File: src/rtl/sha256_msg_padder.sv
// ============================================================================
// sha256_msg_padder
// ----------------------------------------------------------------------------
// Purpose:
//   Feeds a SHA-256 compression core. Takes a message as big-endian 32-bit
//   words, applies SHA-256 padding (0x80 marker, zero fill, 64-bit bit
//   length), builds 512-bit blocks, starts the core on each block, chains
//   the intermediate hash values and presents the final digest.
//
// Optional feature (compile-time macro):
//   SHA256_PAD_BLKCNT_EN - adds parameter CNT_W and output blk_count: blocks
//                          started for the current message, saturating,
//                          cleared when the digest is delivered.
//
// Ports:
//   clk           in   1    clock, rising edge
//   reset         in   1    asynchronous active-high reset
//   msg_valid     in   1    msg_data/msg_last/msg_bytes valid
//   msg_ready     out  1    word accepted when msg_valid & msg_ready
//   msg_data      in   32   message word, first byte in [31:24]
//   msg_last      in   1    final word of message
//   msg_bytes     in   3    valid bytes in last word (0..4, MSB-aligned)
//   blk_w         out  512  block words, W0 in [511:480] .. W15 in [31:0]
//   blk_iv        out  256  chaining value {A..H} for the core
//   blk_start     out  1    one-cycle start pulse to the core
//   core_done     in   1    core finished (only looked at while waiting)
//   core_result   in   256  core hash output {H0..H7}
//   digest        out  256  final digest, held until next message completes
//   digest_valid  out  1    one-cycle pulse when digest updates
//   busy          out  1    high from first accepted word until digest_valid
//   blk_count     out  CNT_W  (SHA256_PAD_BLKCNT_EN only)
// ============================================================================
//  state   | meaning
//  S_FILL  | accepting message words into blk_w
//  S_PAD   | writing marker / zero / length words, one per cycle
//  S_START | one-cycle start pulse to the core
//  S_WAIT  | block held stable until core_done
// ============================================================================
module sha256_msg_padder #(
    parameter int LEN_W = 64
`ifdef SHA256_PAD_BLKCNT_EN
    ,
    parameter int CNT_W = 16
`endif
) (
    input  logic         clk,
    input  logic         reset,
    input  logic         msg_valid,
    output logic         msg_ready,
    input  logic [31:0]  msg_data,
    input  logic         msg_last,
    input  logic [2:0]   msg_bytes,
    output logic [511:0] blk_w,
    output logic [255:0] blk_iv,
    output logic         blk_start,
    input  logic         core_done,
    input  logic [255:0] core_result,
    output logic [255:0] digest,
    output logic         digest_valid,
    output logic         busy
`ifdef SHA256_PAD_BLKCNT_EN
    ,
    output logic [CNT_W-1:0] blk_count
`endif
);

    localparam logic [255:0] SHA256_IV = {
        32'h6a09e667, 32'hbb67ae85, 32'h3c6ef372, 32'ha54ff53a,
        32'h510e527f, 32'h9b05688c, 32'h1f83d9ab, 32'h5be0cd19
    };

    typedef enum logic [1:0] {
        S_FILL,
        S_PAD,
        S_START,
        S_WAIT
    } state_t;

    state_t           state, state_nxt;
    logic [3:0]       word_idx, word_idx_nxt;
    logic [LEN_W-1:0] bit_len, bit_len_nxt;
    logic [511:0]     blk_w_nxt;
    logic [255:0]     blk_iv_nxt;
    logic [255:0]     digest_nxt;
    logic             digest_valid_nxt;
    logic             busy_nxt;

    // mark_pend: last word was full, marker still owed to a later word.
    // mark_done: marker already written somewhere in the padded message.
    // msg_end:   last word accepted; remaining blocks are padding only.
    // need_extra: length did not fit, another block must follow.
    logic mark_pend, mark_pend_nxt;
    logic mark_done, mark_done_nxt;
    logic msg_end, msg_end_nxt;
    logic need_extra, need_extra_nxt;

    logic [2:0]  last_nb;
    logic [31:0] last_word;
    logic [31:0] pad_word;
    logic        blk_final;

    function automatic logic [511:0] put_word(input logic [511:0] blk,
                                              input logic [3:0]   idx,
                                              input logic [31:0]  word);
        logic [511:0] res;
        res = blk;
        res[511 - 32*idx -: 32] = word;
        return res;
    endfunction

    // Last-word formatting: byte counts above 4 behave as 4. The marker
    // byte replaces the first unused byte; bytes after it are cleared.
    always_comb begin
        last_nb = (msg_bytes > 3'd4) ? 3'd4 : msg_bytes;
        case (last_nb)
            3'd0:    last_word = 32'h8000_0000;
            3'd1:    last_word = {msg_data[31:24], 24'h80_0000};
            3'd2:    last_word = {msg_data[31:16], 16'h8000};
            3'd3:    last_word = {msg_data[31:8], 8'h80};
            default: last_word = msg_data;
        endcase
    end

    always_comb begin
        state_nxt        = state;
        word_idx_nxt     = word_idx;
        bit_len_nxt      = bit_len;
        blk_w_nxt        = blk_w;
        blk_iv_nxt       = blk_iv;
        digest_nxt       = digest;
        digest_valid_nxt = 1'b0;
        busy_nxt         = busy;
        mark_pend_nxt    = mark_pend;
        mark_done_nxt    = mark_done;
        msg_end_nxt      = msg_end;
        need_extra_nxt   = need_extra;
        msg_ready        = 1'b0;
        blk_start        = 1'b0;
        blk_final        = 1'b0;
        pad_word         = 32'h0;

        case (state)
            S_FILL: begin
                msg_ready = 1'b1;
                if (msg_valid) begin
                    busy_nxt = 1'b1;
                    if (msg_last) begin
                        bit_len_nxt   = bit_len + LEN_W'({last_nb, 3'b000});
                        blk_w_nxt     = put_word(blk_w, word_idx, last_word);
                        mark_pend_nxt = (last_nb == 3'd4);
                        mark_done_nxt = (last_nb != 3'd4);
                        msg_end_nxt   = 1'b1;
                        if (word_idx == 4'd15) begin
                            // Block full: marker and/or length go to the next block.
                            need_extra_nxt = 1'b1;
                            state_nxt      = S_START;
                        end else begin
                            word_idx_nxt = word_idx + 4'd1;
                            state_nxt    = S_PAD;
                        end
                    end else begin
                        bit_len_nxt = bit_len + LEN_W'(32);
                        blk_w_nxt   = put_word(blk_w, word_idx, msg_data);
                        if (word_idx == 4'd15) begin
                            state_nxt = S_START;
                        end else begin
                            word_idx_nxt = word_idx + 4'd1;
                        end
                    end
                end
            end

            S_PAD: begin
                if (mark_done && word_idx == 4'd14) begin
                    blk_w_nxt[63:0] = 64'(bit_len);
                    need_extra_nxt  = 1'b0;
                    state_nxt       = S_START;
                end else begin
                    if (mark_pend) begin
                        pad_word      = 32'h8000_0000;
                        mark_pend_nxt = 1'b0;
                        mark_done_nxt = 1'b1;
                    end
                    blk_w_nxt = put_word(blk_w, word_idx, pad_word);
                    if (word_idx == 4'd15) begin
                        // Length did not fit in this block.
                        need_extra_nxt = 1'b1;
                        state_nxt      = S_START;
                    end else begin
                        word_idx_nxt = word_idx + 4'd1;
                    end
                end
            end

            S_START: begin
                blk_start = 1'b1;
                state_nxt = S_WAIT;
            end

            S_WAIT: begin
                if (core_done) begin
                    blk_iv_nxt   = core_result;
                    word_idx_nxt = 4'd0;
                    if (!msg_end) begin
                        state_nxt = S_FILL;
                    end else if (need_extra) begin
                        need_extra_nxt = 1'b0;
                        state_nxt      = S_PAD;
                    end else begin
                        blk_final        = 1'b1;
                        digest_nxt       = core_result;
                        digest_valid_nxt = 1'b1;
                        blk_iv_nxt       = SHA256_IV;
                        bit_len_nxt      = '0;
                        busy_nxt         = 1'b0;
                        mark_pend_nxt    = 1'b0;
                        mark_done_nxt    = 1'b0;
                        msg_end_nxt      = 1'b0;
                        state_nxt        = S_FILL;
                    end
                end
            end

            default: state_nxt = S_FILL;
        endcase
    end

    always_ff @(posedge clk or posedge reset) begin
        if (reset) begin
            state        <= S_FILL;
            word_idx     <= 4'd0;
            bit_len      <= '0;
            blk_w        <= '0;
            blk_iv       <= SHA256_IV;
            digest       <= '0;
            digest_valid <= 1'b0;
            busy         <= 1'b0;
            mark_pend    <= 1'b0;
            mark_done    <= 1'b0;
            msg_end      <= 1'b0;
            need_extra   <= 1'b0;
        end else begin
            state        <= state_nxt;
            word_idx     <= word_idx_nxt;
            bit_len      <= bit_len_nxt;
            blk_w        <= blk_w_nxt;
            blk_iv       <= blk_iv_nxt;
            digest       <= digest_nxt;
            digest_valid <= digest_valid_nxt;
            busy         <= busy_nxt;
            mark_pend    <= mark_pend_nxt;
            mark_done    <= mark_done_nxt;
            msg_end      <= msg_end_nxt;
            need_extra   <= need_extra_nxt;
        end
    end

`ifdef SHA256_PAD_BLKCNT_EN
    always_ff @(posedge clk or posedge reset) begin
        if (reset) begin
            blk_count <= '0;
        end else if (blk_final) begin
            blk_count <= '0;
        end else if (blk_start && (blk_count != '1)) begin
            blk_count <= blk_count + CNT_W'(1);
        end
    end
`endif

endmodule

File: config.mk
export PLATFORM = sky130hd
export DESIGN_NAME = sha256_msg_padder
export DESIGN_NICKNAME = d
export VERILOG_FILES = /design/src/rtl/sha256_msg_padder.sv
export SDC_FILE = /design/constraint.sdc
export NUM_CORES = 2
export LEC_CHECK = 0
export ABC_AREA = 1
export CAP_MARGIN = 10
export CORE_AREA = 2 2 515 517
export CTS_CLUSTER_DIAMETER = 200
export DETAILED_ROUTE_END_ITERATION = 6
export DIE_AREA = 0 0 517 519
export HOLD_SLACK_MARGIN = 0.08
export PLACE_DENSITY = 0.46
export RECOVER_POWER = 25
export SLEW_MARGIN = 20
export SYNTH_ARGS = -nofsm -noshare
export SYNTH_HDL_FRONTEND = slang
export SYNTH_SLANG_ARGS = --single-unit
File: constraint.sdc
create_clock -name clk -period 47.5 [get_ports clk]
set_input_delay 9.5 -clock clk [delete_from_list [all_inputs] [get_ports clk]]
set_output_delay 9.5 -clock clk [all_outputs]
set_load 0.05 [all_outputs]
==> flow_metrics.tcl <==
set metrics [dict create \
    synth_top_family_by_area "simple AND/OR/NAND/NOR gates" \
    end_kind "async pin" \
    clk_latency_ps 810 \
    grt_pass1_wl_um 367900 \
    cts.repair.resized 0 \
    hold_path_end "digest[4]" \
    die-area_um2 268300 \
    syn_area_per_cell_um2 8.991 \
    clockPowerShare_pct 19.4 \
    r2r_end "blk_iv[12]" \
    grt_overflow_total 0 \
    cp.arrival_ps 23980 \
    yosys.area_share.simple_pct 18.57 \
    totalWireLength_um 272000 \
    max_slew_margin_pct -511.2 \
    hold_path_class "reg -> reg" \
    path_class "in -> async" \
    path_max_fanout 164 \
    reg2reg_from "state[0]" \
    min_period_over_period_pct 48.83 \
    synth_cell_types 59 \
    fin_nets 6653 \
    layout_setup_ws_ps 24310 \
    power.internal_mw 2.728 \
    clk_pin_slew_ps 60 \
    cts_made_buffers 137 \
    leakagePower_nw 28.78 \
    ff2ff_path_depth 7 \
    violations "capacitance limit, slew limit" \
    crit_path_max_incr_delay_ps 6530 \
    post_cts_buffers 0 \
    syn_inst 5118 \
    rows 189 \
    fillers 28550 \
    ant_nets 0 \
    p_sw_share_pct 51.32 \
    cpMostUsedCell "buf_4" \
    status "finished with violations" \
    synth_top_area_share_pct 52.26 \
    finalSetupViolCount 0 \
    drive_gt1_share_pct 6.709 \
    synth_largest_area_cell "dfrtp_1" \
    core-area_um2 263400 \
    grt_pass1_vias 42860 \
    gp_congestion 0.8944 \
    required_ps 48280 \
    start_util_pct 17.47 \
    pwr-share-comb_pct 52.7 \
    port_buffers 1323 \
    dieHeight_um 519 \
    grt_start_max_net_pins 165 \
    dp_slack_ps 31360 \
    min_from "digest[4]" \
    drt_iter0_drc 3568 \
    gr-usage-all-layers_pct 19.66 \
    die_w_um 517 \
    rsz0062_at_grt "false" \
    synth_xor_area_share_pct 0.03807 \
    synthFlopType "dfrtp_1" \
    synth.most_common_cell "nand2_1" \
    synthTopCellsByCount "1464 x nand2_1, 961 x dfrtp_1, 506 x o21ai_0" \
    cts_tree "done" \
    ctsHtreeMaxLevel 4 \
    peakVddDrop_mv 0.04624 \
    dp_hpwl_um 216200 \
    hold_viol 0 \
    syn_to_final_growth_pct 46.35 \
    synthMuxAreaShare_pct 0.09516 \
    route.detailed.drc 0 \
    viasPerCell 4.279 \
    crit_slowest_cell "clkbuf_1" \
    clockRootBuffer "clkbuf_16" \
    synth_compound_gate_area_share_pct 14.44 \
    antenna_found_initial 33 \
    synth-seq-cells 1097 \
    ys_seq_area_share_pct 60.02 \
    syn_nets 5428 \
    whs_path_depth 2 \
    clkSinkCount 1097 \
    p_per_area_nw_per_um2 83.21 \
    p_sw_mw 2.876 \
    hold_buffers 0 \
    worst-r2r-setup-slack_ps 37750 \
    yosys-top-cells-area "dfrtp_1 52%, nand2_1 12%, dfstp_2 7.8%, o21ai_0 5.5%, inv_1 3.3%" \
    dr.pass1.iters 5 \
    pin_count 1324 \
    tightest_slew_ps 9167 \
    synth_edf_count 0 \
    seqPwrFrac_pct 27.9 \
    cts_buffer_depth 3 \
    startpoint_type "input pin" \
    yosysWarningCount 0 \
    fin_skew_ps 37.25 \
    via_count 42780 \
    period_needed_ps 23190 \
    async_flop_share_pct 100.0 \
    path_cells "dlygate4sd3_1 > clkinvlp_2 > clkbuf_1 > buf_4 > buf_4 > buf_4 > buf_4 > buf_4 > buf_4" \
    fmaxAchievable_ghz 0.04311 \
    maxSlewViolCount 1607 \
    final.setup.tns_ps 0 \
    syn_area_um2 46020 \
    synth_fa_ha_area_share_pct 0.3970 \
    routedWlPerCell_um 27.20 \
    cap_viol_max_count 28 \
]
==> worst max-delay path: cells and delay by family <==
| kind | cells | cell delay [ps] |
|---|---|---|
| buffers and inverters | 9 | 14110 |
==> cell type report <==
type	instances	area, µm²	share of cell area (%)
flip-flops and latches	1097	27620	41.01
diodes	11	27.53	0.04087
well taps	3533	4420	6.564
clock inverters	33	555.5	0.8249
inverters	434	1638	2.432
clock buffers	217	4071	6.045
repair buffers	1382	13620	20.22
multi-input cells	3291	15400	22.86
==> through the flow <==
stage                     hold slack (ps)  cell area [µm²]  instances  utilization, %  power, mW
after floorplan                     471.3            46020       5118               -      3.264
after global placement              455.8            62840       9736           23.86      4.555
after detailed placement            458.2            62850       9736           23.86      4.568
after CTS                           473.0            67480       9986           25.61      5.679
after global routing                487.6            67330       9990           25.56      5.836
final                               467.3            67350       9998           25.57      5.604
==> flip-flops by register name, indices dropped and copies added, names as in the netlist <==
register	flops
bit_len	61
msg_end	1
busy	1
need_extra	1
digest	256
state	2
digest_valid	1
mark_pend	1
blk_iv	256
mark_done	1
blk_w	512
word_idx	4
==> worst max path at each step <==
stage | start | end | slack [ps] | cells after the start
after floorplan | reset | bit_len[10] | 7340 | 1
after global placement | reset | blk_iv[16] | 31470 | 9
after detailed placement | reset | blk_iv[18] | 31360 | 9
after CTS | reset | blk_iv[17] | 32250 | 9
after global routing | reset | blk_iv[51] | 21820 | 9
final | reset | blk_iv[51] | 24310 | 9
==> routing by layer <==
| metal | part of all wire (%) | vias up | GRT usage (%) |
|---|---|---|---|
| met3 | 7.5 | 407 | 5.269 |
| li1 | - | 19250 | - |
| met2 | 50 | 1774 | 35.00 |
| met4 | 6.2 | 6 | 10.71 |
| met1 | 36 | 21340 | 20.94 |
| met5 | 0.015 | - | 0 |
==> cell families after synthesis <==
logic type / after synthesis
buffers and inverters: 730
adders and majority gates: 14
muxes: 4
AOI/OAI and AO/OA: 1135
and+or+nand+nor: 2136
xor gates and xnor gates: 2
DFF: 1097
==> cell usage in the layout (no fill, tap or decap), types with 136 or more instances in the layout <==
| cell type | instances |
|---|---|
| clkdlybuf4s50_1 | 1290 |
| nor2_1 | 403 |
| nand2_1 | 1472 |
| dfrtp_1 | 960 |
| o21ai_0 | 542 |
| dfstp_2 | 136 |
| o31ai_1 | 190 |
| inv_1 | 415 |
| clkbuf_16 | 139 |
| nand3_1 | 158 |
==> power groups by stage <==
stage | clock network [mW] | registers (mW) | logic, mW
2_1_floorplan | 0 | 2.68 | 0.588
3_3_place_gp | 0 | 1.56 | 2.99
3_5_place_dp | 0 | 1.57 | 3.00
4_1_cts | 1.11 | 1.56 | 3.01
5_1_grt | 1.15 | 1.60 | 3.09
6_report | 1.09 | 1.56 | 2.96
Note: power is estimated with default switching activity, not from simulation.
